<file path="src/rtl/hazard_pkg.sv">
// Shared types and constants for the RV32 pipeline hazard controller.
// The optional HAZARD_PERF_EN build adds performance counters to the interface and top.
package hazard_pkg;

  localparam int unsigned MUL_LAT_MAX = 16;
  localparam int unsigned REG_W       = 5;
  localparam int unsigned PERF_W      = 32;

  typedef enum logic [1:0] {
    FWD_RF  = 2'b00,
    FWD_WB  = 2'b01,
    FWD_MEM = 2'b10
  } fwd_sel_t;

  typedef enum logic {
    IDLE = 1'b0,
    BUSY = 1'b1
  } mul_state_t;

endpackage

</file>
<file path="src/rtl/hazard_ctrl_if.sv">
// Pipeline <-> hazard controller signal bundle; master is the datapath, slave the controller.
// HAZARD_PERF_EN adds the three performance counter outputs.
interface hazard_ctrl_if;
  import hazard_pkg::*;

  logic [REG_W-1:0] Rs1D;
  logic [REG_W-1:0] Rs2D;
  logic [REG_W-1:0] Rs1E;
  logic [REG_W-1:0] Rs2E;
  logic [REG_W-1:0] RdE;
  logic [REG_W-1:0] RdM;
  logic [REG_W-1:0] RdW;
  logic             RegWriteM;
  logic             RegWriteW;
  logic             LoadE;
  logic             PCSrcE;
  logic             MulStartE;

  logic [1:0]       ForwardAE;
  logic [1:0]       ForwardBE;
  logic             StallF;
  logic             StallD;
  logic             StallE;
  logic             FlushD;
  logic             FlushE;
  logic             FlushM;
  logic             MulBusy;
  logic             MulDoneE;
`ifdef HAZARD_PERF_EN
  logic [PERF_W-1:0] LwStallCnt;
  logic [PERF_W-1:0] BusyStallCnt;
  logic [PERF_W-1:0] FlushCnt;
`endif

  modport master (
    output Rs1D, Rs2D, Rs1E, Rs2E, RdE, RdM, RdW,
    output RegWriteM, RegWriteW, LoadE, PCSrcE, MulStartE,
    input  ForwardAE, ForwardBE, StallF, StallD, StallE,
    input  FlushD, FlushE, FlushM, MulBusy, MulDoneE
`ifdef HAZARD_PERF_EN
    , input LwStallCnt, BusyStallCnt, FlushCnt
`endif
  );

  modport slave (
    input  Rs1D, Rs2D, Rs1E, Rs2E, RdE, RdM, RdW,
    input  RegWriteM, RegWriteW, LoadE, PCSrcE, MulStartE,
    output ForwardAE, ForwardBE, StallF, StallD, StallE,
    output FlushD, FlushE, FlushM, MulBusy, MulDoneE
`ifdef HAZARD_PERF_EN
    , output LwStallCnt, BusyStallCnt, FlushCnt
`endif
  );

endinterface

</file>
<file path="src/rtl/hazard_ctrl_fwd_sel.sv">
// One E-stage operand forward select; the M-stage ALU result beats the W-stage result.
module fwd_sel
  import hazard_pkg::*;
(
  input  logic [REG_W-1:0] rs_e,
  input  logic [REG_W-1:0] rd_m,
  input  logic [REG_W-1:0] rd_w,
  input  logic             reg_write_m,
  input  logic             reg_write_w,
  output fwd_sel_t         sel_c
);

  always_comb begin
    sel_c = FWD_RF;
    if (reg_write_w && (rd_w != '0) && (rd_w == rs_e)) sel_c = FWD_WB;
    if (reg_write_m && (rd_m != '0) && (rd_m == rs_e)) sel_c = FWD_MEM;
  end

endmodule

</file>
<file path="src/rtl/hazard_ctrl.sv">
// Hazard controller: forwarding, load-use stall, branch flush and multi-cycle execute hold.
// Define HAZARD_PERF_EN to add stall/flush performance counters.
module hazard_ctrl
  import hazard_pkg::*;
#(
  parameter int unsigned MUL_LAT = 4
) (
  input  logic          clk,
  input  logic          reset_n,
  hazard_ctrl_if.slave  hz
);

  localparam int unsigned CNT_W    = $clog2(MUL_LAT) + 1;
  localparam bit          MULTI    = (MUL_LAT > 1);
  localparam logic [CNT_W-1:0] CNT_INIT = CNT_W'((MUL_LAT > 1) ? (MUL_LAT - 2) : 0);

  fwd_sel_t         fwd_a;
  fwd_sel_t         fwd_b;
  mul_state_t       state;
  mul_state_t       state_nxt;
  logic [CNT_W-1:0] cnt;
  logic [CNT_W-1:0] cnt_nxt;
  logic             start_stall;
  logic             hold_stall;
  logic             done_raw;
  logic             busy_stall;
  logic             lw_stall;

  fwd_sel u_fwd_a (
    .rs_e        (hz.Rs1E),
    .rd_m        (hz.RdM),
    .rd_w        (hz.RdW),
    .reg_write_m (hz.RegWriteM),
    .reg_write_w (hz.RegWriteW),
    .sel_c       (fwd_a)
  );

  fwd_sel u_fwd_b (
    .rs_e        (hz.Rs2E),
    .rd_m        (hz.RdM),
    .rd_w        (hz.RdW),
    .reg_write_m (hz.RegWriteM),
    .reg_write_w (hz.RegWriteW),
    .sel_c       (fwd_b)
  );

  always_ff @(posedge clk or negedge reset_n) begin
    if (!reset_n) begin
      state <= IDLE;
      cnt   <= '0;
    end else begin
      state <= state_nxt;
      cnt   <= cnt_nxt;
    end
  end

  // cnt holds the remaining stall cycles after the start cycle; cnt==0 in BUSY is the done cycle
  always_comb begin
    state_nxt   = state;
    cnt_nxt     = cnt;
    start_stall = 1'b0;
    hold_stall  = 1'b0;
    done_raw    = 1'b0;
    case (state)
      IDLE: begin
        if (hz.MulStartE) begin
          if (MULTI) begin
            start_stall = 1'b1;
            state_nxt   = BUSY;
            cnt_nxt     = CNT_INIT;
          end else begin
            done_raw = 1'b1;
          end
        end
      end
      BUSY: begin
        if (cnt != '0) begin
          hold_stall = 1'b1;
          cnt_nxt    = cnt - CNT_W'(1);
        end else begin
          done_raw  = 1'b1;
          state_nxt = IDLE;
        end
      end
      default: state_nxt = IDLE;
    endcase
  end

  // Reset forces the multi-cycle path quiet even while MulStartE is high
  assign busy_stall = reset_n & (start_stall | hold_stall);
  assign lw_stall   = hz.LoadE && (hz.RdE != '0) &&
                      ((hz.Rs1D == hz.RdE) || (hz.Rs2D == hz.RdE));

  assign hz.ForwardAE = 2'(fwd_a);
  assign hz.ForwardBE = 2'(fwd_b);
  assign hz.StallF    = lw_stall | busy_stall;
  assign hz.StallD    = lw_stall | busy_stall;
  assign hz.StallE    = busy_stall;
  assign hz.FlushM    = busy_stall;
  assign hz.FlushD    = hz.PCSrcE & ~busy_stall;
  assign hz.FlushE    = (lw_stall | hz.PCSrcE) & ~busy_stall;
  assign hz.MulBusy   = (state == BUSY);
  assign hz.MulDoneE  = reset_n & done_raw;

  // A redirect cannot coincide with the start of a multi-cycle op
  mul_branch_excl: assert property (@(posedge clk) disable iff (!reset_n)
                                    !(hz.MulStartE && hz.PCSrcE));

`ifdef HAZARD_PERF_EN
  logic [PERF_W-1:0] lw_cnt;
  logic [PERF_W-1:0] busy_cnt;
  logic [PERF_W-1:0] flush_cnt;

  always_ff @(posedge clk or negedge reset_n) begin
    if (!reset_n) begin
      lw_cnt    <= '0;
      busy_cnt  <= '0;
      flush_cnt <= '0;
    end else begin
      if (lw_stall && !busy_stall) lw_cnt <= lw_cnt + PERF_W'(1);
      if (busy_stall)              busy_cnt <= busy_cnt + PERF_W'(1);
      if (hz.FlushE)               flush_cnt <= flush_cnt + PERF_W'(1);
    end
  end

  assign hz.LwStallCnt   = lw_cnt;
  assign hz.BusyStallCnt = busy_cnt;
  assign hz.FlushCnt     = flush_cnt;
`endif

endmodule

</file>
<file path="src/flat_wrapper.sv">
// flat-port wrapper written by rule: the top's interface ports become plain ports
module hazard_ctrl_flat import hazard_pkg::*;
#(
  parameter int unsigned MUL_LAT = 4
)
  (clk, reset_n, hz_Rs1D, hz_Rs2D, hz_Rs1E, hz_Rs2E, hz_RdE, hz_RdM, hz_RdW, hz_RegWriteM, hz_RegWriteW, hz_LoadE, hz_PCSrcE, hz_MulStartE, hz_ForwardAE, hz_ForwardBE, hz_StallF, hz_StallD, hz_StallE, hz_FlushD, hz_FlushE, hz_FlushM, hz_MulBusy, hz_MulDoneE);
  hazard_ctrl_if hz_i ();
  input  logic clk;
  input  logic reset_n;
  input wire logic [$bits(hz_i.Rs1D)-1:0] hz_Rs1D;
  input wire logic [$bits(hz_i.Rs2D)-1:0] hz_Rs2D;
  input wire logic [$bits(hz_i.Rs1E)-1:0] hz_Rs1E;
  input wire logic [$bits(hz_i.Rs2E)-1:0] hz_Rs2E;
  input wire logic [$bits(hz_i.RdE)-1:0] hz_RdE;
  input wire logic [$bits(hz_i.RdM)-1:0] hz_RdM;
  input wire logic [$bits(hz_i.RdW)-1:0] hz_RdW;
  input wire logic [$bits(hz_i.RegWriteM)-1:0] hz_RegWriteM;
  input wire logic [$bits(hz_i.RegWriteW)-1:0] hz_RegWriteW;
  input wire logic [$bits(hz_i.LoadE)-1:0] hz_LoadE;
  input wire logic [$bits(hz_i.PCSrcE)-1:0] hz_PCSrcE;
  input wire logic [$bits(hz_i.MulStartE)-1:0] hz_MulStartE;
  output wire logic [$bits(hz_i.ForwardAE)-1:0] hz_ForwardAE;
  output wire logic [$bits(hz_i.ForwardBE)-1:0] hz_ForwardBE;
  output wire logic [$bits(hz_i.StallF)-1:0] hz_StallF;
  output wire logic [$bits(hz_i.StallD)-1:0] hz_StallD;
  output wire logic [$bits(hz_i.StallE)-1:0] hz_StallE;
  output wire logic [$bits(hz_i.FlushD)-1:0] hz_FlushD;
  output wire logic [$bits(hz_i.FlushE)-1:0] hz_FlushE;
  output wire logic [$bits(hz_i.FlushM)-1:0] hz_FlushM;
  output wire logic [$bits(hz_i.MulBusy)-1:0] hz_MulBusy;
  output wire logic [$bits(hz_i.MulDoneE)-1:0] hz_MulDoneE;
  assign hz_i.Rs1D = hz_Rs1D;
  assign hz_i.Rs2D = hz_Rs2D;
  assign hz_i.Rs1E = hz_Rs1E;
  assign hz_i.Rs2E = hz_Rs2E;
  assign hz_i.RdE = hz_RdE;
  assign hz_i.RdM = hz_RdM;
  assign hz_i.RdW = hz_RdW;
  assign hz_i.RegWriteM = hz_RegWriteM;
  assign hz_i.RegWriteW = hz_RegWriteW;
  assign hz_i.LoadE = hz_LoadE;
  assign hz_i.PCSrcE = hz_PCSrcE;
  assign hz_i.MulStartE = hz_MulStartE;
  assign hz_ForwardAE = hz_i.ForwardAE;
  assign hz_ForwardBE = hz_i.ForwardBE;
  assign hz_StallF = hz_i.StallF;
  assign hz_StallD = hz_i.StallD;
  assign hz_StallE = hz_i.StallE;
  assign hz_FlushD = hz_i.FlushD;
  assign hz_FlushE = hz_i.FlushE;
  assign hz_FlushM = hz_i.FlushM;
  assign hz_MulBusy = hz_i.MulBusy;
  assign hz_MulDoneE = hz_i.MulDoneE;
  hazard_ctrl #(.MUL_LAT(MUL_LAT)) u_core (.clk(clk), .reset_n(reset_n), .hz(hz_i));
endmodule
</file>
<file path="config.mk">
export PLATFORM = sky130hd
export DESIGN_NAME = hazard_ctrl_flat
export DESIGN_NICKNAME = d
export VERILOG_FILES = /design/src/rtl/hazard_pkg.sv /design/src/rtl/hazard_ctrl_if.sv /design/src/rtl/hazard_ctrl_fwd_sel.sv /design/src/rtl/hazard_ctrl.sv /design/src/flat_wrapper.sv
export SDC_FILE = /design/constraint.sdc
export NUM_CORES = 1
export LEC_CHECK = 0
export ABC_AREA = 1
export BUFFER_PORTS_ARGS = -buffer_cell sky130_fd_sc_hd__buf_4
export CAP_MARGIN = 20
export CORE_MARGIN = 5
export CORE_UTILIZATION = 43
export CTS_CLUSTER_SIZE = 16
export DETAILED_ROUTE_END_ITERATION = 6
export GPL_ROUTABILITY_DRIVEN = 1
export PLACE_DENSITY = 0.88
export SYNTH_ARGS = -nofsm -noshare
export SYNTH_HDL_FRONTEND = slang
export SYNTH_HIERARCHICAL = 1
export SYNTH_SLANG_ARGS = --single-unit
</file>
<file path="constraint.sdc">
create_clock -name clk -period 1.3 [get_ports clk]
set_input_delay 0.065 -clock clk [delete_from_list [all_inputs] [get_ports clk]]
set_output_delay 0.065 -clock clk [all_outputs]
set_load 0.01 [all_outputs]
</file>
==> flow_summary.html, run 1 <==
<table>
<tr><th>Metric</th><th>Value</th></tr>
<tr><th colspan="2">Clock tree</th></tr>
<tr><td>TritonCTS Sinks</td><td>4</td></tr>
<tr><td>CTS Buf Count</td><td>3</td></tr>
<tr><td>Clk_lat worst skew</td><td>between 0.2 and 0.25 ns</td></tr>
<tr><td>Clock input transition at the sequential cells of the worst setup and hold paths</td><td>approximately 0.040 ns</td></tr>
<tr><td>Number of levels in the clock H-tree</td><td>1</td></tr>
<tr><td>Root Driver</td><td>sky130_fd_sc_hd__clkbuf_4</td></tr>
<tr><td>Maximum clock insertion buffer count</td><td>2</td></tr>
<tr><td>CTS tree</td><td>done</td></tr>
<tr><th colspan="2">STA</th></tr>
<tr><td>Final Slew Violations</td><td>0</td></tr>
<tr><td>Final setup fails</td><td>6</td></tr>
<tr><td>RSZ-0062 raised after global routing</td><td>yes</td></tr>
<tr><td>Worst path setup slack after routing</td><td>-0.135 ns</td></tr>
<tr><td>Minimum period implied by the final worst setup slack</td><td>between 1 and 1.5 ns</td></tr>
<tr><td>Fraction of the cycle the final worst path needs</td><td>1.10</td></tr>
<tr><td>Max_slew headroom</td><td>0.839</td></tr>
<tr><td>Layout Skew</td><td>0.00239 ns</td></tr>
<tr><td>Count of endpoints failing hold in the final timing report</td><td>0</td></tr>
<tr><td>Total negative slack for setup checks</td><td>-0.636 ns</td></tr>
<tr><td>Highest achievable clock rate</td><td>roughly 700 MHz</td></tr>
<tr><td>Transition at the pin with the smallest max-transition slack</td><td>~0.24 ns</td></tr>
<tr><th colspan="2">Routing</th></tr>
<tr><td>Total detailed-routing wirelength</td><td>2.54 mm</td></tr>
<tr><td>Post-DR wirelength/cell</td><td>approximately 9.6 um</td></tr>
<tr><td>DRC viols</td><td>0</td></tr>
<tr><td>Highest signal layer in the routed design</td><td>met3</td></tr>
<tr><td>Drt initial violations</td><td>18</td></tr>
<tr><td>Total length of routed met3 wires</td><td>211 um</td></tr>
<tr><td>Met2 WL post-DR</td><td>about 1.3 mm</td></tr>
<tr><td>DR vias</td><td>1165</td></tr>
<tr><td>Post-DRT Antenna Nets</td><td>0</td></tr>
<tr><td>Routed metal-1 wire length</td><td>approximately 1.0 mm</td></tr>
<tr><td>Router iterations before antenna repair</td><td>4</td></tr>
<tr><td>Average via count per standard cell</td><td>approximately 4.4</td></tr>
<tr><th colspan="2">Critical path</th></tr>
<tr><td>Critical path arrival</td><td>about 1.4 ns</td></tr>
<tr><td>Worst reg2reg startpoint</td><td>u_core/cnt[1]</td></tr>
<tr><td>Worst path cell trace</td><td>inv_2 &gt; ha_4 &gt; nand2_4 &gt; nor2_4 &gt; nor2_4 &gt; nand2_4 &gt; nand3_2 &gt; nand2_2 &gt; buf_6</td></tr>
<tr><td>Number of buffer and inverter instances along the worst setup path</td><td>2</td></tr>
<tr><td>Nature of the critical path startpoint</td><td>flop</td></tr>
<tr><td>Path depth of the worst reg2reg path</td><td>8</td></tr>
<tr><td>WS Path Type</td><td>reg2out</td></tr>
<tr><td>Slowest CP cell</td><td>sky130_fd_sc_hd__dfrtp_1</td></tr>
<tr><td>Crit path required time</td><td>1.24 ns</td></tr>
<tr><td>Peak fanout along the critical path</td><td>4</td></tr>
<tr><td>RR Endpoint</td><td>u_core/cnt[2]</td></tr>
<tr><td>Highest cell delay on the worst timing path</td><td>about 0.37 ns</td></tr>
<tr><td>Crit. End Element</td><td>primary output</td></tr>
<tr><td>Slack of the worst reg-to-reg path</td><td>0.04 ns</td></tr>
<tr><td>Family with the most delay on the worst path</td><td>simple AND/OR/NAND/NOR gates</td></tr>
<tr><th colspan="2">Min path</th></tr>
<tr><td>Worst hold path cell count</td><td>4</td></tr>
<tr><td>HP Class</td><td>in2reg</td></tr>
<tr><td>Worst hold start</td><td>hz_MulStartE</td></tr>
<tr><td>Worst-case hold path end point</td><td>u_core/cnt[2]</td></tr>
<tr><th colspan="2">Synth</th></tr>
<tr><td>Most frequent cell after synthesis</td><td>sky130_fd_sc_hd__nand2_1</td></tr>
<tr><td>Xor/xnor share of the synthesized area</td><td>0.0389</td></tr>
<tr><td>Share of Yosys cell area claimed by the top area cell type</td><td>0.263</td></tr>
<tr><td>Distinct cells, synth</td><td>20</td></tr>
<tr><td>Asr flop ratio synth</td><td>1.00</td></tr>
<tr><td>Share of synthesized area occupied by flip-flops and latches</td><td>0.111</td></tr>
<tr><td>Primary FF master, synth</td><td>sky130_fd_sc_hd__dfrtp_1</td></tr>
<tr><td>Seq cells post-synth</td><td>4</td></tr>
<tr><td>Leading cell types by total area after synthesis</td><td>sky130_fd_sc_hd__nand2_1 26%, sky130_fd_sc_hd__inv_1 14%, sky130_fd_sc_hd__dfrtp_1 11%</td></tr>
<tr><td>Post-synth EDFFs</td><td>0</td></tr>
<tr><td>Most used standard cells in the synthesized netlist</td><td>63 x sky130_fd_sc_hd__nand2_1, 34 x sky130_fd_sc_hd__inv_1, 19 x sky130_fd_sc_hd__nor2_1</td></tr>
<tr><td>Area share of fa/ha/maj cells after synthesis</td><td>0.0278</td></tr>
<tr><td>Post-Synthesis Mean Instance Area</td><td>5.00 sq um</td></tr>
<tr><td>Post-synthesis cell area</td><td>900 sq um</td></tr>
<tr><td>Compound-cell area share of the yosys netlist</td><td>0.0904</td></tr>
<tr><td>Cell taking the most area after synthesis</td><td>sky130_fd_sc_hd__nand2_1</td></tr>
<tr><td>Syn_nets</td><td>around 220</td></tr>
<tr><td>Dominant combinational cell family by area after synthesis</td><td>simple AND/OR/NAND/NOR gates</td></tr>
<tr><td>Synthesized instance count</td><td>180</td></tr>
<tr><td>Multiplexer share of the synthesized area</td><td>0</td></tr>
<tr><td>Yosys synthesis warning count</td><td>6</td></tr>
<tr><td>Synth Area in Simple Gates</td><td>0.540</td></tr>
<tr><th colspan="2">Placement</th></tr>
<tr><td>Final HPWL from detailed placement</td><td>2.17 mm</td></tr>
<tr><td>Cells after DPL</td><td>around 260</td></tr>
<tr><td>Number of buffers inserted by port buffering</td><td>53</td></tr>
<tr><td>Routability congestion estimate</td><td>0.769</td></tr>
<tr><th colspan="2">Layout</th></tr>
<tr><td>Final #Nets</td><td>284</td></tr>
<tr><td>Layout Area Growth over Synthesis</td><td>56.7%</td></tr>
<tr><td>Diodes inserted</td><td>0</td></tr>
<tr><td>Fraction of layout cells with a size suffix above 1</td><td>0.378</td></tr>
<tr><td>Final cell count without fillers</td><td>roughly 270</td></tr>
<tr><th colspan="2">GRT</th></tr>
<tr><td>Antenna violations before repair</td><td>0</td></tr>
<tr><td>Via count of the first global-routing pass</td><td>1084</td></tr>
<tr><td>Total global routing overflow</td><td>0</td></tr>
<tr><td>Global-route wire length before repair</td><td>4.18 mm</td></tr>
<tr><td>GRT Resource Usage Total</td><td>0.161</td></tr>
<tr><td>Largest net degree at the start of global routing</td><td>7</td></tr>
<tr><th colspan="2">Die</th></tr>
<tr><td>Effective utilization at floorplan</td><td>0.454</td></tr>
<tr><td>Number of rows created at floorplan</td><td>16</td></tr>
<tr><td>Die extent in y</td><td>55.7 um</td></tr>
<tr><td>Area of the core region</td><td>1980 sq um</td></tr>
<tr><td>Number of top-level pins</td><td>between 50 and 60</td></tr>
<tr><td>Die Span X</td><td>~56 um</td></tr>
<tr><td>Die Footprint</td><td>around 3100 sq um</td></tr>
<tr><th colspan="2">Run</th></tr>
<tr><td>Max-cap violations</td><td>0</td></tr>
<tr><th colspan="2">Run status</th></tr>
<tr><td>Outcome</td><td>finished, violations left</td></tr>
<tr><td>Failing checks</td><td>negative setup slack</td></tr>
<tr><th colspan="2">Power</th></tr>
<tr><td>Ratio of total power to cell area</td><td>roughly 920 nW/um^2</td></tr>
<tr><td>Static leakage</td><td>a little under 0.9 nW</td></tr>
<tr><td>Sum of internal, switching and leakage power</td><td>between 1 and 1.5 mW</td></tr>
<tr><td>Worst vdd rail ir drop</td><td>0.736 mV</td></tr>
</table>
flip-flops by register name, summed over array words and instances (netlist names):
register	count
u_core/cnt	3
u_core/hz.MulBusy	1
repair_timing:
item	CTS	global route
hold endpoints to repair	4	0
hold buffers	1	0
gates resized for setup	7	5
buffers inserted	3	0
endpoints found under the setup margin	7	10
pin swaps	2	6
tightest hold or removal path, stage by stage:
cell and delay (ns):
sky130_fd_sc_hd__buf_4 0.08, sky130_fd_sc_hd__nor2_1 0.06, sky130_fd_sc_hd__a21oi_1 0.13, sky130_fd_sc_hd__nor2_1 0.06
cell type report:
type                       count  area (sq um)
inverter                      42           158
multi-input combinational    132           662
sequential                     4           100
tap                           27          33.8
clock buffer                   3          22.5
timing repair buffer          57           434
fill                         188           572
how the worst max path moves through the flow:
| stage | startpoint | endpoint | slack [ns] | cells after the start |
|---|---|---|---|---|
| after CTS | u_core/cnt[1] | hz_FlushE | -0.14 | 9 |
| final | u_core/cnt[1] | hz_FlushE | -0.14 | 9 |
| after global routing | u_core/cnt[1] | hz_FlushE | -0.20 | 9 |
| after floorplan | u_core/cnt[0] | hz_StallF | 0.08 | 8 |
| after detailed placement | u_core/cnt[0] | hz_FlushE | -0.002 | 9 |
| after global placement | u_core/cnt[0] | hz_FlushE | 0.04 | 9 |
through the flow:
| stage | hold slack [ns] | utilization | cell area, sq um | setup slack, ns |
|---|---|---|---|---|
| 6_report | 0.204 | 0.711 | 1410 | -0.135 |
| 5_1_grt | 0.201 | 0.711 | 1410 | -0.200 |
| 4_1_cts | 0.193 | 0.705 | 1400 | -0.141 |
| 3_5_place_dp | -0.121 | 0.664 | 1320 | -0.00245 |
| 3_3_place_gp | -0.121 | 0.664 | 1320 | 0.0418 |
| 2_1_floorplan | -0.231 | - | 900 | 0.0761 |
power by group:
part           switching [mW]  internal, mW  total (mW)
clock network          0.0444         0.103       0.147
registers              0.0695         0.191       0.261
logic                   0.442         0.452       0.894
placed cells by master, fill, tap and decap left out:
cell type,netlist,routed
sky130_fd_sc_hd__nand2_1,63,60
sky130_fd_sc_hd__buf_4,2,55
sky130_fd_sc_hd__inv_1,34,31
sky130_fd_sc_hd__nor2_1,19,19
sky130_fd_sc_hd__inv_2,8,11
sky130_fd_sc_hd__nand3_1,12,11
sky130_fd_sc_hd__o21ai_0,8,8
sky130_fd_sc_hd__nand2_2,6,8
sky130_fd_sc_hd__nor2_2,7,6
sky130_fd_sc_hd__a21oi_1,4,4
sky130_fd_sc_hd__dfrtp_1,4,4
sky130_fd_sc_hd__clkbuf_4,0,3
sky130_fd_sc_hd__nand2_4,1,2
sky130_fd_sc_hd__nor2_4,1,2
sky130_fd_sc_hd__xnor2_1,2,2
sky130_fd_sc_hd__a21boi_0,2,2
sky130_fd_sc_hd__xor2_1,2,2
sky130_fd_sc_hd__buf_6,0,1
sky130_fd_sc_hd__nand4_1,1,1
sky130_fd_sc_hd__nand3_2,0,1
sky130_fd_sc_hd__nor3b_1,1,1
sky130_fd_sc_hd__a31oi_1,1,1
sky130_fd_sc_hd__ha_4,0,1
sky130_fd_sc_hd__ha_1,2,1
sky130_fd_sc_hd__dlygate4sd3_1,0,1
layer usage:
layer  up-vias  global-route usage
met5         -                   0
met2        39               0.306
li1        649                   -
met1       477               0.176
met3         0              0.0464
met4         0              0.0313
logic make-up (layout without fill, tap and decap cells):
group / after synthesis / in the layout
adders and majority gates: 2 / 2
xor gates and xnor gates: 4 / 4
buffers and inverters: 44 / 102
DFF: 4 / 4
and+or+nand+nor: 111 / 111
AOI/OAI and AO/OA: 15 / 15
Power figures use the tool's default switching activity.
==> run 2: changes to the inputs <==
--- a/config.mk
+++ b/config.mk
@@ -5,15 +5,14 @@
 export SDC_FILE = /design/constraint.sdc
 export NUM_CORES = 1
 export LEC_CHECK = 0
-export ABC_AREA = 1
 export BUFFER_PORTS_ARGS = -buffer_cell sky130_fd_sc_hd__buf_4
 export CAP_MARGIN = 20
 export CORE_MARGIN = 5
-export CORE_UTILIZATION = 43
+export CORE_UTILIZATION = 39
 export CTS_CLUSTER_SIZE = 16
 export DETAILED_ROUTE_END_ITERATION = 6
 export GPL_ROUTABILITY_DRIVEN = 1
-export PLACE_DENSITY = 0.88
+export PLACE_DENSITY = 0.86
 export SYNTH_ARGS = -nofsm -noshare
 export SYNTH_HDL_FRONTEND = slang
 export SYNTH_HIERARCHICAL = 1
==> flow_summary.html, run 2 <==
<table>
<tr><th>Metric</th><th>Value</th></tr>
<tr><th colspan="2">Run status</th></tr>
<tr><td>Outcome</td><td>finished, violations left</td></tr>
<tr><td>Failing checks</td><td>negative setup slack</td></tr>
<tr><th colspan="2">STA</th></tr>
<tr><td>Count of endpoints failing hold in the final timing report</td><td>0 (unchanged)</td></tr>
<tr><td>Max_slew headroom</td><td>0.729 (-0.109)</td></tr>
<tr><td>Final Slew Violations</td><td>0 (unchanged)</td></tr>
<tr><td>Transition at the pin with the smallest max-transition slack</td><td>0.406 ns (+0.165 ns)</td></tr>
<tr><td>RSZ-0062 raised after global routing</td><td>yes</td></tr>
<tr><td>Final setup fails</td><td>10 (+4)</td></tr>
<tr><td>Fraction of the cycle the final worst path needs</td><td>1.21 (+0.103)</td></tr>
<tr><td>Worst path setup slack after routing</td><td>-0.269 ns (-0.134 ns)</td></tr>
<tr><td>Highest achievable clock rate</td><td>637 MHz (-8.6%)</td></tr>
<tr><td>Layout Skew</td><td>0.00262 ns (+0.000228 ns)</td></tr>
<tr><td>Minimum period implied by the final worst setup slack</td><td>1.57 ns (+0.134 ns)</td></tr>
<tr><th colspan="2">Power</th></tr>
<tr><td>Static leakage</td><td>0.618 nW (-30%)</td></tr>
<tr><td>Internal power summed over all cells</td><td>1.03 mW (+38%)</td></tr>
<tr><td>Logic gate share of total power</td><td>0.769 (+0.082)</td></tr>
<tr><td>Switching fraction of total power</td><td>0.409 (-0.0175)</td></tr>
<tr><td>Portion of total power attributed to the clock network</td><td>0.087 (-0.026)</td></tr>
<tr><td>Register share of total power</td><td>0.144 (-0.056)</td></tr>
<tr><td>Switch Pwr</td><td>0.714 mW (+29%)</td></tr>
<tr><td>Ratio of total power to cell area</td><td>1300 nW/um^2 (+41%)</td></tr>
<tr><td>Worst vdd rail ir drop</td><td>0.636 mV (-14%)</td></tr>
<tr><th colspan="2">Synth</th></tr>
<tr><td>Yosys synthesis warning count</td><td>6 (unchanged)</td></tr>
<tr><td>Share of synthesized area occupied by flip-flops and latches</td><td>0.140 (+0.0284)</td></tr>
<tr><td>Synthesized instance count</td><td>88 (-51%)</td></tr>
<tr><td>Asr flop ratio synth</td><td>1.00 (unchanged)</td></tr>
<tr><td>Share of Yosys cell area claimed by the top area cell type</td><td>0.195 (-0.0674)</td></tr>
<tr><td>Primary FF master, synth</td><td>sky130_fd_sc_hd__dfrtp_1</td></tr>
<tr><td>Syn_nets</td><td>132 (-41%)</td></tr>
<tr><td>Post-synthesis cell area</td><td>717 sq um (-20%)</td></tr>
<tr><td>Distinct cells, synth</td><td>29 (+45%)</td></tr>
<tr><td>Post-synth EDFFs</td><td>0 (unchanged)</td></tr>
<tr><td>Most frequent cell after synthesis</td><td>sky130_fd_sc_hd__xor2_1</td></tr>
<tr><td>Seq cells post-synth</td><td>4 (unchanged)</td></tr>
<tr><td>Most used standard cells in the synthesized netlist</td><td>16 x sky130_fd_sc_hd__xor2_1, 11 x sky130_fd_sc_hd__xnor2_1, 7 x sky130_fd_sc_hd__nor2_1</td></tr>
<tr><td>Post-Synthesis Mean Instance Area</td><td>8.15 sq um (+63%)</td></tr>
<tr><td>Cell taking the most area after synthesis</td><td>sky130_fd_sc_hd__xor2_1</td></tr>
<tr><td>Leading cell types by total area after synthesis</td><td>sky130_fd_sc_hd__xor2_1 20%, sky130_fd_sc_hd__dfrtp_1 14%, sky130_fd_sc_hd__xnor2_1 13%</td></tr>
<tr><th colspan="2">GRT</th></tr>
<tr><td>Via count of the first global-routing pass</td><td>941 (-13%)</td></tr>
<tr><td>Total global routing overflow</td><td>0 (unchanged)</td></tr>
<tr><td>GRT Resource Usage Total</td><td>0.226 (+0.0648)</td></tr>
<tr><td>Largest net degree at the start of global routing</td><td>7 (unchanged)</td></tr>
<tr><td>Global-route wire length before repair</td><td>4.50 mm (+7.6%)</td></tr>
<tr><td>Antenna violations before repair</td><td>0 (unchanged)</td></tr>
<tr><th colspan="2">Critical path</th></tr>
<tr><td>Highest cell delay on the worst timing path</td><td>0.38 ns (about the same)</td></tr>
<tr><td>Path depth of the worst reg2reg path</td><td>9 (+1)</td></tr>
<tr><td>Crit. End Element</td><td>primary output</td></tr>
<tr><td>WS Path Type</td><td>reg2out</td></tr>
<tr><td>RR Endpoint</td><td>u_core/cnt[1]</td></tr>
<tr><td>Peak fanout along the critical path</td><td>3 (-1)</td></tr>
<tr><td>Slowest CP cell</td><td>sky130_fd_sc_hd__dfrtp_1</td></tr>
<tr><td>Worst reg2reg startpoint</td><td>u_core/cnt[1]</td></tr>
<tr><td>Number of buffer and inverter instances along the worst setup path</td><td>3 (+1)</td></tr>
<tr><td>Worst path cell trace</td><td>inv_2 &gt; ha_4 &gt; nand3b_1 &gt; nand3_2 &gt; inv_2 &gt; o31ai_4 &gt; buf_6</td></tr>
<tr><td>Crit path required time</td><td>1.24 ns (about the same)</td></tr>
<tr><td>Critical path arrival</td><td>1.50 ns (+0.13 ns)</td></tr>
<tr><td>Nature of the critical path startpoint</td><td>flop</td></tr>
<tr><td>Cell with the most instances on the worst path</td><td>sky130_fd_sc_hd__inv_2</td></tr>
<tr><td>Family with the most delay on the worst path</td><td>flip-flops</td></tr>
<tr><td>Slack of the worst reg-to-reg path</td><td>-0.17 ns (-0.21 ns)</td></tr>
<tr><td>Stages on worst setup path</td><td>7 (-2)</td></tr>
<tr><th colspan="2">Layout</th></tr>
<tr><td>Most flop-heavy register</td><td>u_core/cnt</td></tr>
<tr><td>Fillers</td><td>138 (-27%)</td></tr>
<tr><td>Diodes inserted</td><td>0 (unchanged)</td></tr>
<tr><td>Final #Nets</td><td>199 (-30%)</td></tr>
<tr><td>Flip-flop count of the largest register, all copies and words added</td><td>3 (unchanged)</td></tr>
<tr><td>Final cell count without fillers</td><td>178 (-33%)</td></tr>
<tr><td>Most common library cell in the layout ignoring fill and taps</td><td>sky130_fd_sc_hd__buf_4</td></tr>
<tr><td>Design area</td><td>1340 sq um (-4.7%)</td></tr>
<tr><td>Layout Area Growth over Synthesis</td><td>87.4%</td></tr>
<tr><td>Most frequent cells in the layout</td><td>57 x sky130_fd_sc_hd__buf_4, 16 x sky130_fd_sc_hd__xor2_1, 10 x sky130_fd_sc_hd__xnor2_1</td></tr>
<tr><td>Fraction of layout cells with a size suffix above 1</td><td>0.582 (+0.204)</td></tr>
<tr><td>Fin util</td><td>0.770 (+0.0584)</td></tr>
<tr><th colspan="2">Clock tree</th></tr>
<tr><td>Number of levels in the clock H-tree</td><td>1 (unchanged)</td></tr>
<tr><td>CTS tree</td><td>done</td></tr>
<tr><td>Clk_lat worst skew</td><td>0.23 ns (about the same)</td></tr>
<tr><td>TritonCTS Sinks</td><td>4 (unchanged)</td></tr>
<tr><td>Root Driver</td><td>sky130_fd_sc_hd__clkbuf_4</td></tr>
<tr><td>Clock input transition at the sequential cells of the worst setup and hold paths</td><td>0.04 ns (about the same)</td></tr>
<tr><td>CTS Buf Count</td><td>3 (unchanged)</td></tr>
<tr><td>Maximum clock insertion buffer count</td><td>2 (unchanged)</td></tr>
<tr><th colspan="2">Min path</th></tr>
<tr><td>Worst hold start</td><td>hz_MulStartE</td></tr>
<tr><td>Worst-case hold path end point</td><td>u_core/cnt[0]</td></tr>
<tr><td>Worst hold path cell count</td><td>2 (-2)</td></tr>
<tr><td>HP Class</td><td>in2reg</td></tr>
<tr><th colspan="2">Placement</th></tr>
<tr><td>Number of buffers inserted by port buffering</td><td>53 (unchanged)</td></tr>
<tr><td>Routability congestion estimate</td><td>0.810 (+5.4%)</td></tr>
<tr><td>Standard cell area after detailed placement</td><td>1150 sq um (-13%)</td></tr>
<tr><td>Cells after DPL</td><td>165 (-36%)</td></tr>
<tr><td>Final HPWL from detailed placement</td><td>2.14 mm (-1.1%)</td></tr>
<tr><th colspan="2">Die</th></tr>
<tr><td>Number of rows created at floorplan</td><td>15 (-1)</td></tr>
<tr><td>Die Footprint</td><td>2800 sq um (-10%)</td></tr>
<tr><td>Die extent in y</td><td>52.9 um (-5.1%)</td></tr>
<tr><td>Area of the core region</td><td>1750 sq um (-12%)</td></tr>
<tr><td>Number of top-level pins</td><td>54 (unchanged)</td></tr>
<tr><td>Effective utilization at floorplan</td><td>0.411 (-0.0432)</td></tr>
<tr><td>Die Span X</td><td>52.9 um (-5.1%)</td></tr>
<tr><th colspan="2">Routing</th></tr>
<tr><td>Drt initial violations</td><td>5 (-13)</td></tr>
<tr><td>Router iterations before antenna repair</td><td>4 (unchanged)</td></tr>
<tr><td>Post-DRT Antenna Nets</td><td>0 (unchanged)</td></tr>
<tr><td>Total detailed-routing wirelength</td><td>2.97 mm (+17%)</td></tr>
<tr><td>Average via count per standard cell</td><td>5.06 (+15%)</td></tr>
<tr><td>DR vias</td><td>901 (-23%)</td></tr>
<tr><td>DRC viols</td><td>0 (unchanged)</td></tr>
<tr><td>Post-DR wirelength/cell</td><td>16.7 um (+74%)</td></tr>
<tr><th colspan="2">Run</th></tr>
<tr><td>Max-cap violations</td><td>0 (unchanged)</td></tr>
</table>
==> run 2: cell count changes after synthesis, sizes merged, moves of 6 or more <==
| cell | before | now |
|---|---|---|
| inv | 42 | 4 |
| nand2 | 70 | 6 |
| nand3 | 12 | 5 |
| nor2 | 27 | 7 |
| nor3 | 0 | 8 |
| o21ai | 8 | 2 |
| xnor2 | 2 | 11 |
| xor2 | 2 | 16 |
==> run 2: logic make-up (layout without fill, tap and decap cells) <==
group                    count (synthesis)  after routing  share of synthesized area
flip-flops                               4              4                      0.140
AND/OR/NAND/NOR                         33             33                      0.250
AO/OA/AOI/OAI                           14             14                      0.173
buffers and inverters                    7             72                     0.0576
multiplexers                             1              1                     0.0157
XOR/XNOR                                27             27                      0.330
adder cells (fa/ha/maj)                  2              2                     0.0349
==> run 2: cell type report <==
| cell class | count | area, sq um | share of cell area |
|---|---|---|---|
| tap | 25 | 31.3 | 0.0233 |
| inverter | 4 | 15.0 | 0.0112 |
| clock buffer | 3 | 22.5 | 0.0168 |
| sequential | 4 | 100 | 0.0745 |
| timing repair buffer | 65 | 517 | 0.385 |
| multi-input combinational | 77 | 658 | 0.490 |
==> run 2: power by group through the flow <==
stage / combinational, mW / clock [mW] / sequential [mW]
detailed placement: 0.834 / 0 / 0.239
global route: 1.41 / 0.167 / 0.256
CTS: 1.11 / 0.159 / 0.247
finish: 1.34 / 0.152 / 0.252
global placement: 0.802 / 0 / 0.235
floorplan: 0.501 / 0 / 0.236
==> run 2: what timing repair did <==
item	in CTS	in global routing
hold buffers	1	0
hold endpoints to repair	4	0
gates resized for setup	15	8
buffers inserted	7	3
setup endpoints to repair	9	10
pin swaps	3	6
==> run 2: layer usage <==
layer | vias up | GRT usage | share of wire
met2 | 27 | 0.426 | 0.60
met1 | 424 | 0.217 | 0.33
met5 | - | 0 | 0
li1 | 438 | - | -
met3 | 12 | 0.0282 | 0.022
met4 | 0 | 0.179 | 0.043
==> run 2: stage by stage <==
step	setup TNS (ns)	total power, mW	setup WS, ns	hold WS, ns
2_1_floorplan	0	0.738	0.0662	-0.231
3_3_place_gp	0	1.04	0.0247	-0.126
3_5_place_dp	-0.0927	1.07	-0.0608	-0.126
4_1_cts	-0.879	1.51	-0.156	0.0264
5_1_grt	-2.47	1.83	-0.342	0.0226
6_report	-1.83	1.75	-0.269	0.0245
==> run 2: worst max-delay path by stage <==
stage                            startpoint         to  slack [ns]
after global placement        u_core/cnt[0]  hz_FlushE        0.02
after global routing          u_core/cnt[1]  hz_FlushE       -0.34
after CTS                     u_core/cnt[1]  hz_FlushE       -0.16
after floorplan           u_core/hz.MulBusy  hz_FlushE        0.07
after detailed placement      u_core/cnt[0]  hz_FlushE       -0.06
final                         u_core/cnt[1]  hz_FlushE       -0.27
==> run 3: changes to the inputs <==
--- a/config.mk
+++ b/config.mk
@@ -13,6 +13,7 @@
 export DETAILED_ROUTE_END_ITERATION = 6
 export GPL_ROUTABILITY_DRIVEN = 1
 export PLACE_DENSITY = 0.86
+export SETUP_SLACK_MARGIN = 0.15
 export SYNTH_ARGS = -nofsm -noshare
 export SYNTH_HDL_FRONTEND = slang
 export SYNTH_HIERARCHICAL = 1
==> flow_summary.html, run 3 (same netlist as run 2, synthesis figures left out) <==
<table>
<tr><th>Metric</th><th>Value</th></tr>
<tr><th colspan="2">Layout</th></tr>
<tr><td>Final cell count without fillers</td><td>176 (-1.1%)</td></tr>
<tr><td>Fraction of layout cells with a size suffix above 1</td><td>0.576 (-0.00554)</td></tr>
<tr><td>Flip-flop count of the largest register, all copies and words added</td><td>3 (unchanged)</td></tr>
<tr><td>Final #Nets</td><td>197 (-1.0%)</td></tr>
<tr><td>Design area</td><td>1340 sq um (-0.56%)</td></tr>
<tr><td>Fillers</td><td>121 (-12%)</td></tr>
<tr><td>Layout Area Growth over Synthesis</td><td>86.4%</td></tr>
<tr><td>Most frequent cells in the layout</td><td>56 x sky130_fd_sc_hd__buf_4, 16 x sky130_fd_sc_hd__xor2_1, 10 x sky130_fd_sc_hd__xnor2_1</td></tr>
<tr><td>Most common library cell in the layout ignoring fill and taps</td><td>sky130_fd_sc_hd__buf_4</td></tr>
<tr><td>Diodes inserted</td><td>0 (unchanged)</td></tr>
<tr><td>Most flop-heavy register</td><td>u_core/cnt</td></tr>
<tr><th colspan="2">GRT</th></tr>
<tr><td>Via count of the first global-routing pass</td><td>986 (+4.8%)</td></tr>
<tr><td>Antenna violations before repair</td><td>0 (unchanged)</td></tr>
<tr><td>Largest net degree at the start of global routing</td><td>9 (+2)</td></tr>
<tr><td>GRT Resource Usage Total</td><td>0.189 (-0.0376)</td></tr>
<tr><td>Global-route wire length before repair</td><td>3.91 mm (-13%)</td></tr>
<tr><td>Total global routing overflow</td><td>0 (unchanged)</td></tr>
<tr><th colspan="2">Critical path</th></tr>
<tr><td>Number of buffer and inverter instances along the worst setup path</td><td>3 (unchanged)</td></tr>
<tr><td>Family with the most delay on the worst path</td><td>flip-flops</td></tr>
<tr><td>Worst path cell trace</td><td>inv_2 &gt; ha_4 &gt; nand3b_1 &gt; nand3_2 &gt; inv_2 &gt; o31ai_4 &gt; buf_6</td></tr>
<tr><td>Crit. End Element</td><td>primary output</td></tr>
<tr><td>Nature of the critical path startpoint</td><td>flop</td></tr>
<tr><td>Cell with the most instances on the worst path</td><td>sky130_fd_sc_hd__inv_2</td></tr>
<tr><td>Highest cell delay on the worst timing path</td><td>0.40 ns (+0.02 ns)</td></tr>
<tr><td>Critical path arrival</td><td>1.44 ns (-0.06 ns)</td></tr>
<tr><td>Peak fanout along the critical path</td><td>3 (unchanged)</td></tr>
<tr><td>Slowest CP cell</td><td>sky130_fd_sc_hd__dfrtp_1</td></tr>
<tr><td>Crit path required time</td><td>1.24 ns (about the same)</td></tr>
<tr><td>WS Path Type</td><td>reg2out</td></tr>
<tr><th colspan="2">Placement</th></tr>
<tr><td>Standard cell area after detailed placement</td><td>1160 sq um (+0.76%)</td></tr>
<tr><td>Cells after DPL</td><td>164 (-0.61%)</td></tr>
<tr><td>Routability congestion estimate</td><td>0.813 (+0.42%)</td></tr>
<tr><td>Final HPWL from detailed placement</td><td>1.97 mm (-8.1%)</td></tr>
<tr><td>Setup slack at placement</td><td>0.00387 ns (+0.0647 ns)</td></tr>
<tr><td>Number of buffers inserted by port buffering</td><td>53 (unchanged)</td></tr>
<tr><th colspan="2">Run status</th></tr>
<tr><td>Outcome</td><td>finished, violations left</td></tr>
<tr><td>Failing checks</td><td>negative setup slack</td></tr>
<tr><th colspan="2">Power</th></tr>
<tr><td>Register share of total power</td><td>0.154 (+0.010)</td></tr>
<tr><td>Switch Pwr</td><td>0.656 mW (-8.1%)</td></tr>
<tr><td>Ratio of total power to cell area</td><td>1230 nW/um^2 (-4.9%)</td></tr>
<tr><td>Switching fraction of total power</td><td>0.398 (-0.0115)</td></tr>
<tr><td>Logic gate share of total power</td><td>0.751 (-0.018)</td></tr>
<tr><td>Portion of total power attributed to the clock network</td><td>0.096 (+0.009)</td></tr>
<tr><td>Worst vdd rail ir drop</td><td>0.777 mV (+22%)</td></tr>
<tr><td>Internal power summed over all cells</td><td>0.994 mW (-3.6%)</td></tr>
<tr><td>Static leakage</td><td>0.611 nW (-1.2%)</td></tr>
<tr><th colspan="2">Die</th></tr>
<tr><td>Effective utilization at floorplan</td><td>0.411 (unchanged)</td></tr>
<tr><td>Number of top-level pins</td><td>54 (unchanged)</td></tr>
<tr><td>Die Footprint</td><td>2800 sq um (unchanged)</td></tr>
<tr><td>Number of rows created at floorplan</td><td>15 (unchanged)</td></tr>
<tr><td>Die Span X</td><td>52.9 um (unchanged)</td></tr>
<tr><td>Die extent in y</td><td>52.9 um (unchanged)</td></tr>
<tr><td>Area of the core region</td><td>1750 sq um (unchanged)</td></tr>
<tr><th colspan="2">STA</th></tr>
<tr><td>Worst path setup slack after routing</td><td>-0.203 ns (+0.0663 ns)</td></tr>
<tr><td>Minimum period implied by the final worst setup slack</td><td>1.50 ns (-0.0663 ns)</td></tr>
<tr><td>Fraction of the cycle the final worst path needs</td><td>1.16 (-0.0510)</td></tr>
<tr><td>Final Slew Violations</td><td>0 (unchanged)</td></tr>
<tr><td>Final setup fails</td><td>10 (unchanged)</td></tr>
<tr><td>Total negative slack for setup checks</td><td>-1.33 ns (+0.498 ns)</td></tr>
<tr><td>Count of endpoints failing hold in the final timing report</td><td>0 (unchanged)</td></tr>
<tr><td>Transition at the pin with the smallest max-transition slack</td><td>0.397 ns (-0.00942 ns)</td></tr>
<tr><td>Max_slew headroom</td><td>0.736 (+0.00628)</td></tr>
<tr><td>Highest achievable clock rate</td><td>665 MHz (+4.4%)</td></tr>
<tr><td>RSZ-0062 raised after global routing</td><td>yes</td></tr>
<tr><td>Layout Skew</td><td>0.00768 ns (+0.00506 ns)</td></tr>
<tr><th colspan="2">Clock tree</th></tr>
<tr><td>Number of levels in the clock H-tree</td><td>1 (unchanged)</td></tr>
<tr><td>Clk_lat worst skew</td><td>0.24 ns (about the same)</td></tr>
<tr><td>Maximum clock insertion buffer count</td><td>2 (unchanged)</td></tr>
<tr><td>Root Driver</td><td>sky130_fd_sc_hd__clkbuf_4</td></tr>
<tr><td>Clock input transition at the sequential cells of the worst setup and hold paths</td><td>0.04 ns (about the same)</td></tr>
<tr><td>CTS tree</td><td>done</td></tr>
<tr><td>CTS Buf Count</td><td>3 (unchanged)</td></tr>
<tr><td>TritonCTS Sinks</td><td>4 (unchanged)</td></tr>
<tr><th colspan="2">Routing</th></tr>
<tr><td>Router iterations before antenna repair</td><td>4 (unchanged)</td></tr>
<tr><td>Post-DR wirelength/cell</td><td>14.1 um (-16%)</td></tr>
<tr><td>Post-DRT Antenna Nets</td><td>0 (unchanged)</td></tr>
<tr><td>DRC viols</td><td>0 (unchanged)</td></tr>
<tr><td>DR vias</td><td>918 (+1.9%)</td></tr>
<tr><td>Average via count per standard cell</td><td>5.22 (+3.0%)</td></tr>
<tr><td>Drt initial violations</td><td>11 (+6)</td></tr>
<tr><td>Total detailed-routing wirelength</td><td>2.48 mm (-17%)</td></tr>
<tr><th colspan="2">Run</th></tr>
<tr><td>Max-cap violations</td><td>0 (unchanged)</td></tr>
<tr><th colspan="2">Min path</th></tr>
<tr><td>HP Class</td><td>in2reg</td></tr>
</table>
run 3: cell types whose count changed in the layout (fill, tap and decap cells not counted):
cell	change
sky130_fd_sc_hd__buf_6	-1
sky130_fd_sc_hd__o41ai_2	-1
sky130_fd_sc_hd__buf_4	-1
sky130_fd_sc_hd__o41ai_4	+1
run 3: layout make-up:
class	instances	area, sq um	share of cell area
Clock buffer	3	22.5	0.0169
Inverter	4	15.0	0.0112
Sequential cell	4	100	0.0749
Multi-Input combinational cell	77	669	0.501
Timing Repair Buffer	63	498	0.373
Tap cell	25	31.3	0.0234
run 3: path summary, 6_finish.rpt:
check	start	to	slack (ns)	depth (start not counted)
worst max register to register	u_core/cnt[1]	u_core/cnt[1]	-0.11	8
max in group asynchronous	reset_n	u_core/cnt[0]	0.91	2
worst max-delay path	u_core/cnt[1]	hz_FlushE	-0.20	7
worst min register to register	u_core/cnt[1]	u_core/cnt[1]	0.58	2
min in group asynchronous	reset_n	u_core/cnt[2]	0.21	2
worst min-delay path	hz_MulStartE	u_core/cnt[0]	0.03	2
run 3: metrics by stage:
step,power (mW),util,hold WS [ns]
after floorplan,0.785,-,-0.231
after global placement,1.05,0.663,-0.127
after detailed placement,1.10,0.663,-0.126
after CTS,1.56,0.750,0.0358
after global routing,1.77,0.766,0.0257
final,1.65,0.766,0.0292
run 3: repair_timing:
item / in CTS / in global routing
setup buffers: 8 / 0
gates cloned: 0 / 0
resized for setup: 12 / 4
pin swaps: 4 / 3
endpoints found under the hold margin: 4 / 0
setup endpoints to repair: 10 / 12
hold buffers: 1 / 0
run 3: layer usage:
layer	wire length, um	vias up	global-route usage	share of wire
li1	-	437	-	-
met2	1260	54	0.355	0.51
met3	229	11	0.0507	0.092
met1	900	416	0.186	0.36
met5	0	-	0	0
met4	89	0	0.0936	0.036
run 3: power by group through the flow:
| stage | Clock (mW) | Combinational [mW] | Sequential (mW) |
|---|---|---|---|
| floorplan | 0 | 0.543 | 0.242 |
| global placement | 0 | 0.810 | 0.240 |
| detailed placement | 0 | 0.855 | 0.242 |
| CTS | 0.162 | 1.15 | 0.245 |
| global route | 0.175 | 1.33 | 0.260 |
| finish | 0.158 | 1.24 | 0.253 |
